<file path="src/rtl/regfile_wr_arbiter.sv">
// rtl/regfile_wr_arbiter.sv - round-robin register-file write-port arbiter with clear sequencer
// Optional RF_ARB_ZERO_GUARD_EN: granted writes to address 0 are accepted but dropped (hardwired r0).
module regfile_wr_arbiter #(
    parameter int NREQ  = 3,
    parameter int AW    = 5,
    parameter int DW    = 32,
    parameter int NREGS = 32
) (
    input  logic               clk,
    input  logic               reset,
    input  logic [NREQ-1:0]    iReq,
    input  logic [NREQ*AW-1:0] iReqAddr,
    input  logic [NREQ*DW-1:0] iReqData,
    output logic [NREQ-1:0]    oGrant,
    input  logic               iClear,
    output logic               oBusy,
    output logic [AW-1:0]      oWAddr,
    output logic [DW-1:0]      oWData,
    output logic               oWe
);

    localparam int PW = (NREQ > 1) ? $clog2(NREQ) : 1;

    typedef enum logic {
        ST_ARB,
        ST_CLEAR
    } state_t;

    state_t          state_q, state_d;
    logic [PW-1:0]   rr_q, rr_d;
    logic [AW-1:0]   cnt_q, cnt_d;
    logic            we_q, we_d;
    logic [AW-1:0]   waddr_q, waddr_d;
    logic [DW-1:0]   wdata_q, wdata_d;

    logic [NREQ-1:0] grant;
    logic            found;
    logic [PW-1:0]   gnt_idx;
    logic [AW-1:0]   sel_addr;
    logic [DW-1:0]   sel_data;
    logic            do_write;
    int              idx;
    int              sel_i;

    // Search starts just past the last winner; grant is suppressed by clear and during reset.
    always_comb begin
        grant   = '0;
        found   = 1'b0;
        gnt_idx = rr_q;
        idx     = 0;
        if (reset && (state_q == ST_ARB) && !iClear) begin
            for (int k = 1; k <= NREQ; k++) begin
                idx = (int'(rr_q) + k) % NREQ;
                if (!found && iReq[idx]) begin
                    found      = 1'b1;
                    grant[idx] = 1'b1;
                    gnt_idx    = PW'(idx);
                end
            end
        end
    end

    always_comb begin
        sel_i    = int'(gnt_idx);
        sel_addr = iReqAddr[sel_i*AW +: AW];
        sel_data = iReqData[sel_i*DW +: DW];
`ifdef RF_ARB_ZERO_GUARD_EN
        do_write = (sel_addr != '0);
`else
        do_write = 1'b1;
`endif
    end

    always_comb begin
        state_d = state_q;
        rr_d    = rr_q;
        cnt_d   = cnt_q;
        we_d    = 1'b0;
        waddr_d = waddr_q;
        wdata_d = wdata_q;
        case (state_q)
            ST_ARB: begin
                if (iClear) begin
                    state_d = ST_CLEAR;
                end else if (found) begin
                    rr_d = gnt_idx;
                    if (do_write) begin
                        we_d    = 1'b1;
                        waddr_d = sel_addr;
                        wdata_d = sel_data;
                    end
                end
            end
            ST_CLEAR: begin
                we_d    = 1'b1;
                waddr_d = cnt_q;
                wdata_d = '0;
                if (cnt_q == AW'(NREGS - 1)) begin
                    cnt_d   = '0;
                    state_d = ST_ARB;
                end else begin
                    cnt_d = cnt_q + 1'b1;
                end
            end
            default: state_d = ST_ARB;
        endcase
    end

    always_ff @(posedge clk or negedge reset) begin
        if (!reset) begin
            state_q <= ST_ARB;
            rr_q    <= PW'(NREQ - 1);
            cnt_q   <= '0;
            we_q    <= 1'b0;
            waddr_q <= '0;
            wdata_q <= '0;
        end else begin
            state_q <= state_d;
            rr_q    <= rr_d;
            cnt_q   <= cnt_d;
            we_q    <= we_d;
            waddr_q <= waddr_d;
            wdata_q <= wdata_d;
        end
    end

    assign oGrant = grant;
    assign oBusy  = (state_q == ST_CLEAR);
    assign oWe    = we_q;
    assign oWAddr = waddr_q;
    assign oWData = wdata_q;

endmodule

</file>
<file path="config.mk">
export PLATFORM = sky130hd
export DESIGN_NAME = regfile_wr_arbiter
export DESIGN_NICKNAME = d
export VERILOG_FILES = /design/src/rtl/regfile_wr_arbiter.sv
export SDC_FILE = /design/constraint.sdc
export NUM_CORES = 1
export LEC_CHECK = 0
export BUFFER_PORTS_ARGS = -buffer_cell sky130_fd_sc_hd__clkbuf_2
export CORE_MARGIN = 3
export CORE_UTILIZATION = 35
export CTS_BUF_LIST = sky130_fd_sc_hd__clkbuf_8
export DETAILED_ROUTE_END_ITERATION = 16
export PLACE_DENSITY = 0.77
export SLEW_MARGIN = 30
export SYNTH_ARGS = -nofsm -noshare
export SYNTH_HDL_FRONTEND = slang
export SYNTH_SLANG_ARGS = --single-unit
export TNS_END_PERCENT = 5
</file>
<file path="constraint.sdc">
create_clock -name clk -period 3.9 [get_ports clk]
set_clock_uncertainty 0.1 [all_clocks]
set_input_delay 0.78 -clock clk [delete_from_list [all_inputs] [get_ports clk]]
set_output_delay 0.78 -clock clk [all_outputs]
set_load 0.02 [all_outputs]
</file>
==> results of run 1 <==
[flip-flops by register name, summed over array words and instances, names as in the netlist]
| signal | cells |
|---|---|
| oBusy | 1 |
| oWAddr | 5 |
| cnt_q | 5 |
| oWe | 1 |
| rr_q | 2 |
| oWData | 32 |
[cell type report]
type	count	share of cell area
Clock buffer	5	0.0183
Clock inverter	2	0.00200
Inverter	10	0.00998
Multi-Input combinational cell	202	0.410
Sequential cell	46	0.306
Tap cell	102	0.0339
Timing Repair Buffer	161	0.220
[how the worst max path moves through the flow]
stage / endpoint
2_1_floorplan: oGrant[2]
5_1_grt: oWData[17]
3_3_place_gp: oWAddr[4]
3_5_place_dp: oWData[14]
4_1_cts: oWData[17]
6_report: oWData[17]
[critical path, cell delays in order, from the launching register on]
cell and delay, ns:
dfrtp_1 0.41, inv_1 0.12, ha_1 0.44, and3b_1 0.26, o21bai_2 0.24, o31a_2 0.66, nor2_4 0.50, buf_4 0.31
a32oi_1 0.08, o21ai_1 0.13
[cells by family (layout without fill, tap and decap cells)]
group                      after synthesis  count (layout)  share of synthesized area
AOI/OAI and AO/OA                      112             112                      0.278
DFF                                     46              46                      0.403
and+or+nand+nor                         44              44                     0.0928
muxes                                   40              40                      0.141
buffers and inverters                   31             178                     0.0586
adders and majority gates                6               6                     0.0263
[routing by layer]
layer  share of wire  track usage  vias up
li1                -            -     1377
met1            0.40        0.218     1347
met2            0.50        0.302      144
met3           0.080       0.0325       16
met4           0.021       0.0596        0
met5               0            0        -
[synthesized netlist by cell type, types with 2 or more instances]
master / number / area (sq um)
buf_8: 3 / 45.0
o211ai_1: 4 / 30.0
clkbuf_1: 7 / 26.3
buf_4: 2 / 15.0
and3_1: 2 / 12.5
nand3_1: 4 / 20.0
o21ai_0: 9 / 45.0
ha_1: 6 / 75.1
dfrtp_1: 45 / 1130
nor3_1: 2 / 10.0
mux2_2: 3 / 33.8
inv_1: 9 / 33.8
nand3b_1: 2 / 15.0
nor2_1: 8 / 30.0
a211oi_1: 5 / 37.5
mux2i_1: 37 / 370
a21o_1: 5 / 37.5
nand2b_1: 2 / 12.5
a21oi_1: 6 / 30.0
a32oi_1: 33 / 289
o21ai_1: 35 / 175
nor2b_1: 3 / 18.8
and2_1: 4 / 25.0
a31oi_1: 3 / 18.8
nand2_1: 8 / 30.0
buf_2: 8 / 40.0
[power by group]
group / switching [W] / total, W / internal [W]
combinational: 0.000850 / 0.00142 / 0.000568
sequential: 0.000109 / 0.000711 / 0.000602
clock: 0.000149 / 0.000268 / 0.000118
total: 0.00111 / 0.00240 / 0.00129
[per-stage QoR]
step / std cells / instance area [sq um] / total power, W
finish: 528 / 3760 / 0.00240
global placement: 521 / 3680 / 0.00210
detailed placement: 521 / 3680 / 0.00213
global route: 528 / 3760 / 0.00257
CTS: 528 / 3760 / 0.00241
floorplan: 279 / 2860 / 0.00183
==> out/qor.yml, run 1 <==
synthesis.nets: 402
ff2ff_setup_slack_ns: 0.55
die-width_microns: 96.4
multi_input_area_sq_um: 1540
antenna_found_initial: 0
setup_tns_ns: 0
yosysUniqueCellTypes: 50
postCtsHoldBufs: 0
dieArea_sq_um: 9290
cts_max_level: 2
cts.sinks: 46
outcome: "finished clean"
nFillCells: 764
port_buffers: 158
ant_nets: 0
p_leak_nw: 1.99
synth_edf_count: 0
synth_area_sq_um: 2860
core_area_sq_um: 7850
finalHoldViolCount: 0
viasPerCell: 5.46
ys_async_sr_fraction: 1.00
antenna_cells: 0
drive_above_1_share: 0.427
fin_hold_ws_ns: 0.307
ys.flop_type: "dfrtp_1"
post-route-util: 0.479
slew_headroom: 0.412
drtPass1Iterations: 4
finalWorstSetupSlack_ns: 0.550
ios: 159
totalWireLength_microns: 8430
fmax_ghz: 0.298
worst_slew_pin_slew_ns: 0.882
first_global_vias: 2718
power_density_nw_per_um2: 637
gr-usage-all-layers: 0.174
worstSetupPathType: "reg -> reg"
drc: 0
final_max_slew_viol_count: 0
layout_commonest_cell: "clkbuf_2"
start_util: 0.364
period_needed_ns: 3.35
cp.arrival_ns: 3.47
ir_drop_mv: 0.261
path_clk_slew_ns: 0.08
dp_hpwl_microns: 6460
row_count: 32
min_period_over_period: 0.859
crit_start: "rr_q[0]"
cts_tree: "built"
avgSynthCellArea_sq_um: 10.2
hp-class: "in -> async"
pre_cts_slack_ns: 0.515
setup_viol: 0
drt-initial-drc-count: 139
post_cts_buffers: 0
nets: 549
dieHeight_microns: 96.4
gp_congestion: 0.973
grt_max_degree: 43
cp-end-kind: "register"
rsz0062_at_grt: "false"
register_area_sq_um: 1150
regToRegStartpoint: "rr_q[0]"
r2r-end: "oWData[17]"
startpoint_type: "register"
grt_overflow: 0
synth_warnings: 0
max_cap_viol_count: 0
grt_pass1_wl_microns: 12700
routedWlPerCell_microns: 16.0
reg2reg_depth: 9
crit_fanout: 42
areaGrowthSynthToFinish_pct: 31.5
cts_buffers: 5
ctsResizeCount: 0
cp.required_ns: 4.02
clock_path_buffers: 2
syn-instance-count: 279
yosys_register_bits: 46
ys_seq_area_frac: 0.403
root_buffer: "clkbuf_8"
num_vias: 2884
clkLatencyLatePin_ns: 0.29
most-common-layout-cells: "clkbuf_2 (158), dfrtp_1 (45), mux2i_1 (37)"
Power figures use the tool's default switching activity.
==> run 2: changes to the inputs <==
==> constraint.sdc (replaced) <==
create_clock -name clk -period 3.9 [get_ports clk]
set_clock_uncertainty 0.1 [all_clocks]
set_input_delay 0.195 -clock clk [delete_from_list [all_inputs] [get_ports clk]]
set_output_delay 0.195 -clock clk [all_outputs]
set_load 0.02 [all_outputs]
==> out/qor.yml, run 2 (same netlist as run 1, synthesis figures left out) <==
reg2reg_depth: 9
most-common-layout-cells: "clkbuf_2 (158), dfrtp_1 (45), mux2i_1 (37)"
grt_max_degree: 45
nets: 552
place_inst: 523
largest_reg_flops: 32
dieArea_sq_um: 9290
nFillCells: 775
max_cap_viol_count: 0
finalHoldViolCount: 0
min_period_over_period: 0.793
first_global_vias: 2654
antenna_cells: 0
drt-initial-drc-count: 119
drc: 0
dieHeight_microns: 96.4
fmax_ghz: 0.323
setup_tns_ns: 0
r2r-end: "oWData[25]"
routedWlPerCell_microns: 15.7
layout_commonest_cell: "clkbuf_2"
worstSetupPathType: "reg -> reg"
drtPass1Iterations: 4
postCtsHoldBufs: 1
p_leak_nw: 2.01
dp_hpwl_microns: 6390
start_util: 0.364
post_cts_buffers: 0
cts_tree: "built"
cts_buffers: 5
hold_end: "oWData[31]"
worstHoldStart: "iReqData[95]"
crit_fanout: 36
die-width_microns: 96.4
startpoint_type: "register"
regToRegStartpoint: "rr_q[0]"
totalWireLength_microns: 8350
worst_slew_pin_slew_ns: 0.764
ios: 159
clkLatencyLatePin_ns: 0.30
cp.arrival_ns: 3.21
ff2ff_setup_slack_ns: 0.81
root_buffer: "clkbuf_8"
ir_drop_mv: 0.252
grt_pass1_wl_microns: 12600
antenna_found_initial: 0
port_buffers: 158
drive_above_1_share: 0.435
period_needed_ns: 3.09
min_path_cells: 3
grt_overflow: 0
cts_max_level: 2
clock_path_buffers: 2
viasPerCell: 5.34
setup_viol: 0
num_vias: 2842
stdcell_count: 532
ctsResizeCount: 0
gp_congestion: 0.897
row_count: 32
slew_headroom: 0.489
ant_nets: 0
cp-end-kind: "register"
rsz0062_at_grt: "false"
core_area_sq_um: 7850
hp-class: "in -> reg"
path_clk_slew_ns: 0.10
final_max_slew_viol_count: 0
cp.required_ns: 4.01
outcome: "finished clean"
cts.sinks: 46
power_density_nw_per_um2: 643
areaGrowthSynthToFinish_pct: 33.4
gr-usage-all-layers: 0.174
-- run 2: changes by cell type in the layout (fill, tap and decap cells not counted), sizes merged --
cell / previous run / this run
inv: 12 / 10
clkbuf: 163 / 165
dlygate4sd3: 0 / 1
buf: 3 / 5
clkinv: 0 / 1
-- run 2: how the worst max path moves through the flow --
stage / start / endpoint / slack, ns / cells past startpoint
final: rr_q[0] / oWData[25] / 0.81 / 9
after global routing: rr_q[0] / oWData[28] / 0.55 / 9
after CTS: rr_q[0] / oWData[25] / 0.84 / 9
after detailed placement: rr_q[0] / oWData[25] / 0.86 / 9
after global placement: rr_q[1] / oWData[4] / 0.95 / 9
after floorplan: rr_q[0] / oWData[13] / 1.49 / 11
-- run 2: per-layer routing --
metal,track usage,vias up,share of wire
met5,0,-,0
met1,0.224,1324,0.42
met3,0.0387,8,0.075
met2,0.294,129,0.50
li1,-,1381,-
met4,0.0467,0,0.012
-- run 2: through the flow --
stage          utilization  hold slack [ns]  power, W  instance area (sq um)  worst slack (ns)
2_1_floorplan            -           -0.201   0.00183                   2860              1.49
3_3_place_gp         0.471          -0.0858   0.00211                   3700             0.949
3_5_place_dp         0.471          -0.0859   0.00213                   3700             0.858
4_1_cts              0.486           0.0312   0.00246                   3810             0.837
5_1_grt              0.486           0.0270   0.00263                   3810             0.546
6_report             0.486           0.0417   0.00245                   3810             0.806
-- run 2: report_power, final --
part | internal (W) | total (W) | leakage, nW | switching (W)
clock | 0.000163 | 0.000327 | 0.0544 | 0.000164
combinational | 0.000575 | 0.00141 | 1.35 | 0.000837
sequential | 0.000602 | 0.000713 | 0.605 | 0.000111
total | 0.00134 | 0.00245 | 2.01 | 0.00111
-- run 2: final cells by class --
cell class                      count  area [sq um]  area share
Multi-Input combinational cell    202          1540       0.404
Sequential cell                    46          1150       0.302
Timing Repair Buffer              164           851       0.223
Tap cell                          102           128      0.0335
Clock buffer                        7          96.3      0.0253
Inverter                           10          37.5     0.00984
Clock inverter                      1          8.76     0.00230
-- run 2: critical path, stage by stage, from the launching register on --
cell	delay, ns
dfrtp_1	0.40
inv_1	0.12
ha_1	0.44
and3b_1	0.26
o21bai_2	0.25
nor3_1	0.33
or2_2	0.57
buf_12	0.26
a32oi_1	0.11
o21ai_1	0.13
==> run 3: changes to the inputs <==
clock period = 2.9 ns   (was 3.9 ns; I/O delays follow)
==> out/qor.yml, run 3 (same netlist as run 1, synthesis figures left out) <==
dp_hpwl_microns: 6730
dieHeight_microns: 96.4
layout_commonest_cell: "clkbuf_2"
fmax_ghz: 0.369
cts_tree: "built"
clkLatencyLatePin_ns: 0.29
start_util: 0.364
crit_fanout: 17
port_buffers: 158
setup_tns_ns: 0
fin_hold_ws_ns: 0.00587
finalHoldViolCount: 0
root_buffer: "clkbuf_8"
outcome: "finished clean"
ios: 159
power_density_nw_per_um2: 873
core_area_sq_um: 7850
p_leak_nw: 2.19
path_clk_slew_ns: 0.09
placed_cell_area_sq_um: 3790
ant_nets: 0
postLayoutCellArea_sq_um: 4150
totalWireLength_microns: 9210
cp-end-kind: "register"
register_area_sq_um: 1150
startpoint_type: "register"
most-common-layout-cells: "clkbuf_2 (158), dfrtp_1 (45), mux2i_1 (37)"
worst_slew_pin_slew_ns: 0.579
drc: 0
multi_input_area_sq_um: 1550
setup_viol: 0
drive_above_1_share: 0.452
viasPerCell: 5.37
max_cap_viol_count: 0
cts_max_level: 2
post-route-util: 0.529
max_stage_delay_ns: 0.42
areaGrowthSynthToFinish_pct: 45.2
clock_path_buffers: 2
worstSetupPathType: "reg -> reg"
drt-initial-drc-count: 155
slew_headroom: 0.614
routedWlPerCell_microns: 16.1
gr-usage-all-layers: 0.189
min_period_over_period: 0.936
slowest_stage: "dfrtp_1"
die-width_microns: 96.4
critical_path.cell_chain: "inv_1 -> ha_2 -> and3b_1 -> o21bai_2 -> a211o_2 -> nand2_8 -> buf_4 -> mux2i_1 -> o21ai_1"
largest_reg_flops: 32
cts.sinks: 46
gp_congestion: 0.863
num_vias: 3067
grt_overflow: 0
cp.required_ns: 2.98
period_needed_ns: 2.71
cp.arrival_ns: 2.79
hp-class: "in -> reg"
power_w: 0.00362
drtPass1Iterations: 4
antenna_found_initial: 0
antenna_cells: 0
cts_buffers: 5
rsz0062_at_grt: "false"
row_count: 32
nFillCells: 725
grt_max_degree: 47
first_global_vias: 2851
dieArea_sq_um: 9290
grt_pass1_wl_microns: 13500
nets: 591
ir_drop_mv: 0.364
final_max_slew_viol_count: 0
[run 3: cell types whose count changed in the layout (fill, tap and decap cells not counted)]
| cell | previous run | this run |
|---|---|---|
| a211oi_1 | 5 | 4 |
| a211oi_2 | 0 | 1 |
| buf_12 | 1 | 2 |
| buf_4 | 4 | 27 |
| clkbuf_8 | 7 | 6 |
| clkinv_2 | 0 | 1 |
| clkinv_4 | 1 | 0 |
| dlygate4sd3_1 | 1 | 16 |
| ha_1 | 6 | 5 |
| ha_2 | 0 | 1 |
| inv_1 | 9 | 10 |
[run 3: cell type report]
cell class / count / share of cell area
clock buffer: 6 / 0.0199
clock inverter: 2 / 0.00211
inverter: 10 / 0.00904
multi-input combinational: 202 / 0.373
sequential: 46 / 0.278
tap: 102 / 0.0308
timing repair buffer: 203 / 0.288
[run 3: power by group]
group	internal (W)	switching (W)	total, W
Clock	0.000189	0.000213	0.000402
Sequential	0.000810	0.000125	0.000935
Combinational	0.00106	0.00123	0.00229
Total	0.00206	0.00157	0.00362
[run 3: worst paths after layout]
check                      depth (start not counted)          to  slack (ns)          from
setup / recovery                                   9  oWData[25]        0.19       rr_q[0]
hold / removal                                     3  oWData[11]       0.006  iReqData[75]
setup reg to reg                                   9  oWData[25]        0.19       rr_q[0]
hold reg to reg                                    2  oWData[29]        0.40    oWData[29]
max in group asynchronous                          3  oWData[26]        1.86         reset
min in group asynchronous                          3  oWData[18]        0.44         reset
[run 3: layer usage]
| layer | global-route usage | share of wire | vias up |
|---|---|---|---|
| li1 | - | - | 1457 |
| met3 | 0.0372 | 0.082 | 18 |
| met1 | 0.246 | 0.41 | 1424 |
| met5 | 0 | 0 | - |
| met2 | 0.311 | 0.49 | 168 |
| met4 | 0.0701 | 0.020 | 0 |
[run 3: stage by stage]
step                worst slack, ns  instances
floorplan                     0.489        279
detailed placement           0.0879        534
CTS                          0.0841        557
global placement              0.204        534
finish                        0.186        571
global route                0.00159        571
[run 3: repair_timing]
action                                  in CTS  in global routing
setup buffers                                0                 13
resized for setup                            0                  2
hold buffers                                15                  1
endpoints found under the setup margin       0                 21
hold endpoints to repair                    59                  1
[run 3: worst max-delay path: cells and delay by family (launching register included)]
kind	cells	cell delay, ns
AOI/OAI and AO/OA	3	0.74
adders and majority gates	1	0.36
buffers and inverters	2	0.34
DFF	1	0.42
muxes	1	0.22
and+or+nand+nor	2	0.42
